**src/rtl/mem_arbiter.sv**
```systemverilog
// mem_arbiter: two-requester arbiter (instruction fetch "IF" and data "D")
// for a single shared memory port. It allows at most one outstanding memory
// transaction at a time.
//
// Optional build macro: MEM_ARB_RR_EN
//   defined   -> ties in IDLE go round-robin. A last-grant register is kept,
//                and the first tie after reset goes to D.
//   undefined -> D has fixed priority on ties.
//
// Ports:
//   i_clk, i_rst_n           clock, async active-low reset
//   i_if_req/i_if_addr       fetch request; o_if_gnt accept; o_if_rvalid/o_if_rdata response
//   i_d_req/i_d_we/i_d_addr  data request (load/store)
//   i_d_wdata/i_d_wmask      store data and byte-lane bit mask
//   o_d_gnt, o_d_rvalid/o_d_rdata  data accept, response strobe, load data
//   o_m_*                    shared memory request (req, we, addr, wdata, wmask)
//   i_m_gnt, i_m_rvalid/i_m_rdata  memory accept, response strobe, read data
//   o_busy                   high whenever the FSM is not IDLE
module mem_arbiter #(
  parameter int unsigned ADDR_W = 32
) (
  input  logic              i_clk,
  input  logic              i_rst_n,
  input  logic              i_if_req,
  input  logic [ADDR_W-1:0] i_if_addr,
  output logic              o_if_gnt,
  output logic              o_if_rvalid,
  output logic [31:0]       o_if_rdata,
  input  logic              i_d_req,
  input  logic              i_d_we,
  input  logic [ADDR_W-1:0] i_d_addr,
  input  logic [31:0]       i_d_wdata,
  input  logic [31:0]       i_d_wmask,
  output logic              o_d_gnt,
  output logic              o_d_rvalid,
  output logic [31:0]       o_d_rdata,
  output logic              o_m_req,
  output logic              o_m_we,
  output logic [ADDR_W-1:0] o_m_addr,
  output logic [31:0]       o_m_wdata,
  output logic [31:0]       o_m_wmask,
  input  logic              i_m_gnt,
  input  logic              i_m_rvalid,
  input  logic [31:0]       i_m_rdata,
  output logic              o_busy
);

  typedef enum logic [1:0] {S_IDLE, S_REQ, S_WAIT} state_t;
  typedef enum logic {OWN_IF, OWN_D} owner_t;

  state_t r_state, w_state_nxt;
  owner_t r_owner, w_sel, w_own;
  logic   w_m_req, w_gnt, w_rsp;

`ifdef MEM_ARB_RR_EN
  owner_t r_last;
`endif

  // Arbitration among the current requests; the result is only used in IDLE.
  always_comb begin
    w_sel = OWN_IF;
    if (i_d_req && i_if_req) begin
`ifdef MEM_ARB_RR_EN
      w_sel = (r_last == OWN_IF) ? OWN_D : OWN_IF;
`else
      w_sel = OWN_D;
`endif
    end else if (i_d_req) begin
      w_sel = OWN_D;
    end
  end

  // Reset gates the request so that every output is zero while reset is held,
  // even if a requester keeps its request asserted.
  always_comb begin
    w_own   = (r_state == S_IDLE) ? w_sel : r_owner;
    w_m_req = i_rst_n && (((r_state == S_IDLE) && (i_if_req || i_d_req)) ||
                          (r_state == S_REQ));
    w_gnt   = w_m_req && i_m_gnt;
    w_rsp   = (r_state == S_WAIT) && i_m_rvalid;
  end

  always_comb begin
    o_m_req     = w_m_req;
    o_m_we      = 1'b0;
    o_m_addr    = '0;
    o_m_wdata   = '0;
    o_m_wmask   = '0;
    o_if_gnt    = 1'b0;
    o_d_gnt     = 1'b0;
    o_if_rvalid = 1'b0;
    o_d_rvalid  = 1'b0;
    o_if_rdata  = '0;
    o_d_rdata   = '0;
    o_busy      = (r_state != S_IDLE);
    if (w_m_req) begin
      if (w_own == OWN_D) begin
        o_m_we    = i_d_we;
        o_m_addr  = i_d_addr;
        o_m_wdata = i_d_wdata;
        o_m_wmask = i_d_wmask;
        o_d_gnt   = i_m_gnt;
      end else begin
        o_m_addr  = i_if_addr;
        o_if_gnt  = i_m_gnt;
      end
    end
    if (w_rsp) begin
      if (r_owner == OWN_D) begin
        o_d_rvalid = 1'b1;
        o_d_rdata  = i_m_rdata;
      end else begin
        o_if_rvalid = 1'b1;
        o_if_rdata  = i_m_rdata;
      end
    end
  end

  always_comb begin
    w_state_nxt = r_state;
    unique case (r_state)
      S_IDLE:  if (w_m_req) w_state_nxt = w_gnt ? S_WAIT : S_REQ;
      S_REQ:   if (w_gnt)   w_state_nxt = S_WAIT;
      S_WAIT:  if (w_rsp)   w_state_nxt = S_IDLE;
      default: w_state_nxt = S_IDLE;
    endcase
  end

  always_ff @(posedge i_clk or negedge i_rst_n) begin
    if (!i_rst_n) begin
      r_state <= S_IDLE;
      r_owner <= OWN_IF;
    end else begin
      r_state <= w_state_nxt;
      if ((r_state == S_IDLE) && w_m_req) r_owner <= w_sel;
    end
  end

`ifdef MEM_ARB_RR_EN
  always_ff @(posedge i_clk or negedge i_rst_n) begin
    if (!i_rst_n)   r_last <= OWN_IF;
    else if (w_gnt) r_last <= w_own;
  end
`endif

endmodule
```
**config.mk**
```make
export PLATFORM = sky130hd
export DESIGN_NAME = mem_arbiter
export DESIGN_NICKNAME = d
export VERILOG_FILES = /design/src/rtl/mem_arbiter.sv
export SDC_FILE = /design/constraint.sdc
export NUM_CORES = 1
export LEC_CHECK = 0
export CORE_AREA = 2 2 129 131
export DETAILED_ROUTE_END_ITERATION = 16
export DIE_AREA = 0 0 131 133
export GPL_TIMING_DRIVEN = 1
export PLACE_DENSITY = 0.47
export SLEW_MARGIN = 20
export SYNTH_ARGS = -nofsm -noshare
export SYNTH_HDL_FRONTEND = slang
export SYNTH_SLANG_ARGS = --single-unit
```
**constraint.sdc**
```tcl
create_clock -name i_clk -period 5.3 [get_ports i_clk]
set_input_delay 1.59 -clock i_clk [delete_from_list [all_inputs] [get_ports i_clk]]
set_output_delay 1.59 -clock i_clk [all_outputs]
set_load 0.05 [all_outputs]
```
==> results.yml <==
die:
  boundaryPins: 334
  dieArea_um2: 17400
  rows: 47
  die_h_um: 133
  die_x_um: 131
  core_um2: 16200
  start_util_pct: 11.1
critical_path:
  crit_path_start_kind: "input port"
  worstReg2RegStart: "r_state[0]$_DFFE_PN0P_"
  crit_family: "buffers and inverters"
  arrival_ns: 3.46
  crit_buf_inv: 2
  ff2ff_setup_slack_ns: 3.26
  crit_chain: "clkdlybuf4s50_1 > nor2b_4 > nand2_2 > a21oi_1 > buf_12"
  slowest_delay_ns: 0.59
  critPathKind: "input port to output pin"
  r2r_end: "r_state[0]$_DFFE_PN0P_"
  cp.required_ns: 3.71
  critPathCaptureType: "output pin"
  reg2regPathDepth: 4
  crit_slowest_cell: "clkdlybuf4s50_1"
  crit_fanout: 33
logic_synthesis:
  syn_area_um2: 1790
  syn_area_per_cell_um2: 6.36
  async_flop_share_pct: 100
  synth_cell_types: 31
  synthTopCellsByCount: "129 x and2_1, 33 x a21oi_1, 29 x o21ai_0, 25 x nand3_1, 10 x clkbuf_2"
  synthFlopType: "dfrtp_1"
  synth_area_leaders: "and2_1 45%, a21oi_1 9.2%, o21ai_0 8.1%, nand3_1 7.0%, nand3_2 5.0%"
  synth.ff_latch_count: 3
  synth_fp_nets: 449
  syn_inst: 282
  synth_top_area_share_pct: 45.0
  seq_area_frac_synth_pct: 4.18
  synth-edff-count: 0
  post-synth-top-area-cell: "and2_1"
  synth_most_common_cell: "and2_1"
  yosys_warnings: 0
clock_tree:
  cts_inserted_buffers: 3
  clk_latency_ns: 0.22
  cts_sinks: 3
  cts_resized: 0
  ctsHtreeMaxLevel: 1
  tritoncts: "built"
  hold_buffers: 0
  path_clk_slew_ns: 0.03
  clockBufferDepth: 2
  cts_setup_buffers: 0
  cts_root_buf: "clkbuf_16"
sta:
  fin_skew_ns: 0.00336
  setup-tns-final_ns: 0
  maxSlewViolCount: 0
  rsz0062_at_grt: "false"
  period_minus_slack_ns: 5.05
  clock.fmax_mhz: 198
  setup_viol_count_final: 0
  period_share_pct: 95.2
  worst_slew_pin_slew_ns: 0.711
  slew_headroom_pct: 52.5
  finalHoldViolCount: 0
route:
  ant_nets: 0
  vias: 3161
  wire_per_inst_um: 16.0
  firstDrtPassIters: 4
  via_per_inst: 3.88
  drt_wl_total_mm: 13.0
  first_iter_violations: 99
  post-route-drc-count: 0
pwr:
  ir_worst_vdd_v: 0.000116
  p_leak_nw: 2.76
  p_per_area_nw_per_um2: 232
placed_design:
  gp_congestion: 0.778
  io_buffers: 333
  place_inst: 810
  hpwl_mm: 11.0
global_route:
  grt.total_usage_pct: 13.8
  grt_pass1_wl_mm: 18.8
  grt-ovfl-total: 0
  antenna_found_initial: 0
  grt_max_degree: 66
  grt_pass1_vias: 3229
finish:
  antennaDiodeCount: 0
  instances_no_fill: 814
  layout.nets: 762
  drive_gt1_share_pct: 33.0
  multi_input_area_um2: 1520
  regArea_um2: 75.1
  syn_to_final_growth_pct: 290
  fillers: 1515
run_status:
  status: "complete, no violations"
hold_path:
  hp-start: "r_owner$_DFFE_PN0P_"
  hp-class: "flop to flop"
  whs_endpoint: "r_owner$_DFFE_PN0P_"
  hold_depth: 1
flow_run:
  cap_violations: 0
## cell type report
| cell class | instances | share of cell area, % |
|---|---|---|
| flip-flops and latches | 3 | 1.07 |
| clock buffers | 4 | 1.13 |
| inverters | 2 | 0.107 |
| repair buffers | 339 | 72.0 |
| well taps | 220 | 3.93 |
| multi-input cells | 246 | 21.8 |
## through the flow
stage          hold WS [ns]  total power, mW  setup WS [ns]  area (um2)  util (%)
3_5_place_dp          0.636             1.52          0.237        6920      42.8
3_3_place_gp          0.624             1.51          0.303        6920      42.8
6_report              0.643             1.63          0.254        7000      43.3
5_1_grt               0.691             1.69         0.0781        7000      43.3
2_1_floorplan         0.550            0.781          0.717        1790         -
4_1_cts               0.643             1.64          0.223        7000      43.3
## worst register-to-register path, cell delays in order (launching register included)
cell,delay [ns]
dfrtp_1,0.51
or3_4,0.47
nand2_2,0.54
inv_2,0.17
a211oi_2,0.28
## sequential cells by signal (all words and copies together) (netlist names)
name / cells
r_state: 2
r_owner: 1
## logic make-up (layout without fill, tap and decap cells)
logic type,count (synthesis),count (layout),share of synthesized area (%)
muxes,1,1,0.558
DFF,3,3,4.18
and+or+nand+nor,174,174,63.1
AOI/OAI and AO/OA,71,71,21.1
buffers and inverters,33,345,11.1
## power by group
group | switching [mW] | internal (mW) | leakage (nW)
clock | 0.0196 | 0.0992 | 0.0382
sequential | 0.0193 | 0.0296 | 0.0368
combinational | 0.791 | 0.666 | 2.68
## cells in the final DEF (no fill, tap or decap), drive strengths merged
cell             n
buf            172
clkdlybuf4s50  167
and2           129
a21oi           34
o21ai           34
nand3           34
clkbuf           4
dfrtp            3
inv              2
nor2b            2
nor3b            2
nor2             1
or3              1
nand2            1
or3b             1
o21a             1
mux2i            1
nand2b           1
and4b            1
nor3             1
a211oi           1
a32o             1
## worst max-delay path by stage
stage                  from            to  slack, ns  cells after the start
floorplan           i_d_req      o_if_gnt       0.72                      3
global placement    i_rst_n  o_m_addr[31]       0.30                      5
detailed placement  i_rst_n   o_m_addr[0]       0.24                      5
CTS                 i_rst_n   o_m_addr[0]       0.22                      5
global route        i_rst_n   o_m_addr[0]       0.08                      5
finish              i_rst_n   o_m_addr[7]       0.25                      5
## routing by layer
layer	share of wire [%]	GRT usage [%]	vias to the layer above
met1	35	14.7	1420
met4	0.66	1.95	0
met5	0	0	-
met3	10	4.61	4
li1	-	-	1561
met2	54	26.3	176
Note: power is estimated with default switching activity, not from simulation.
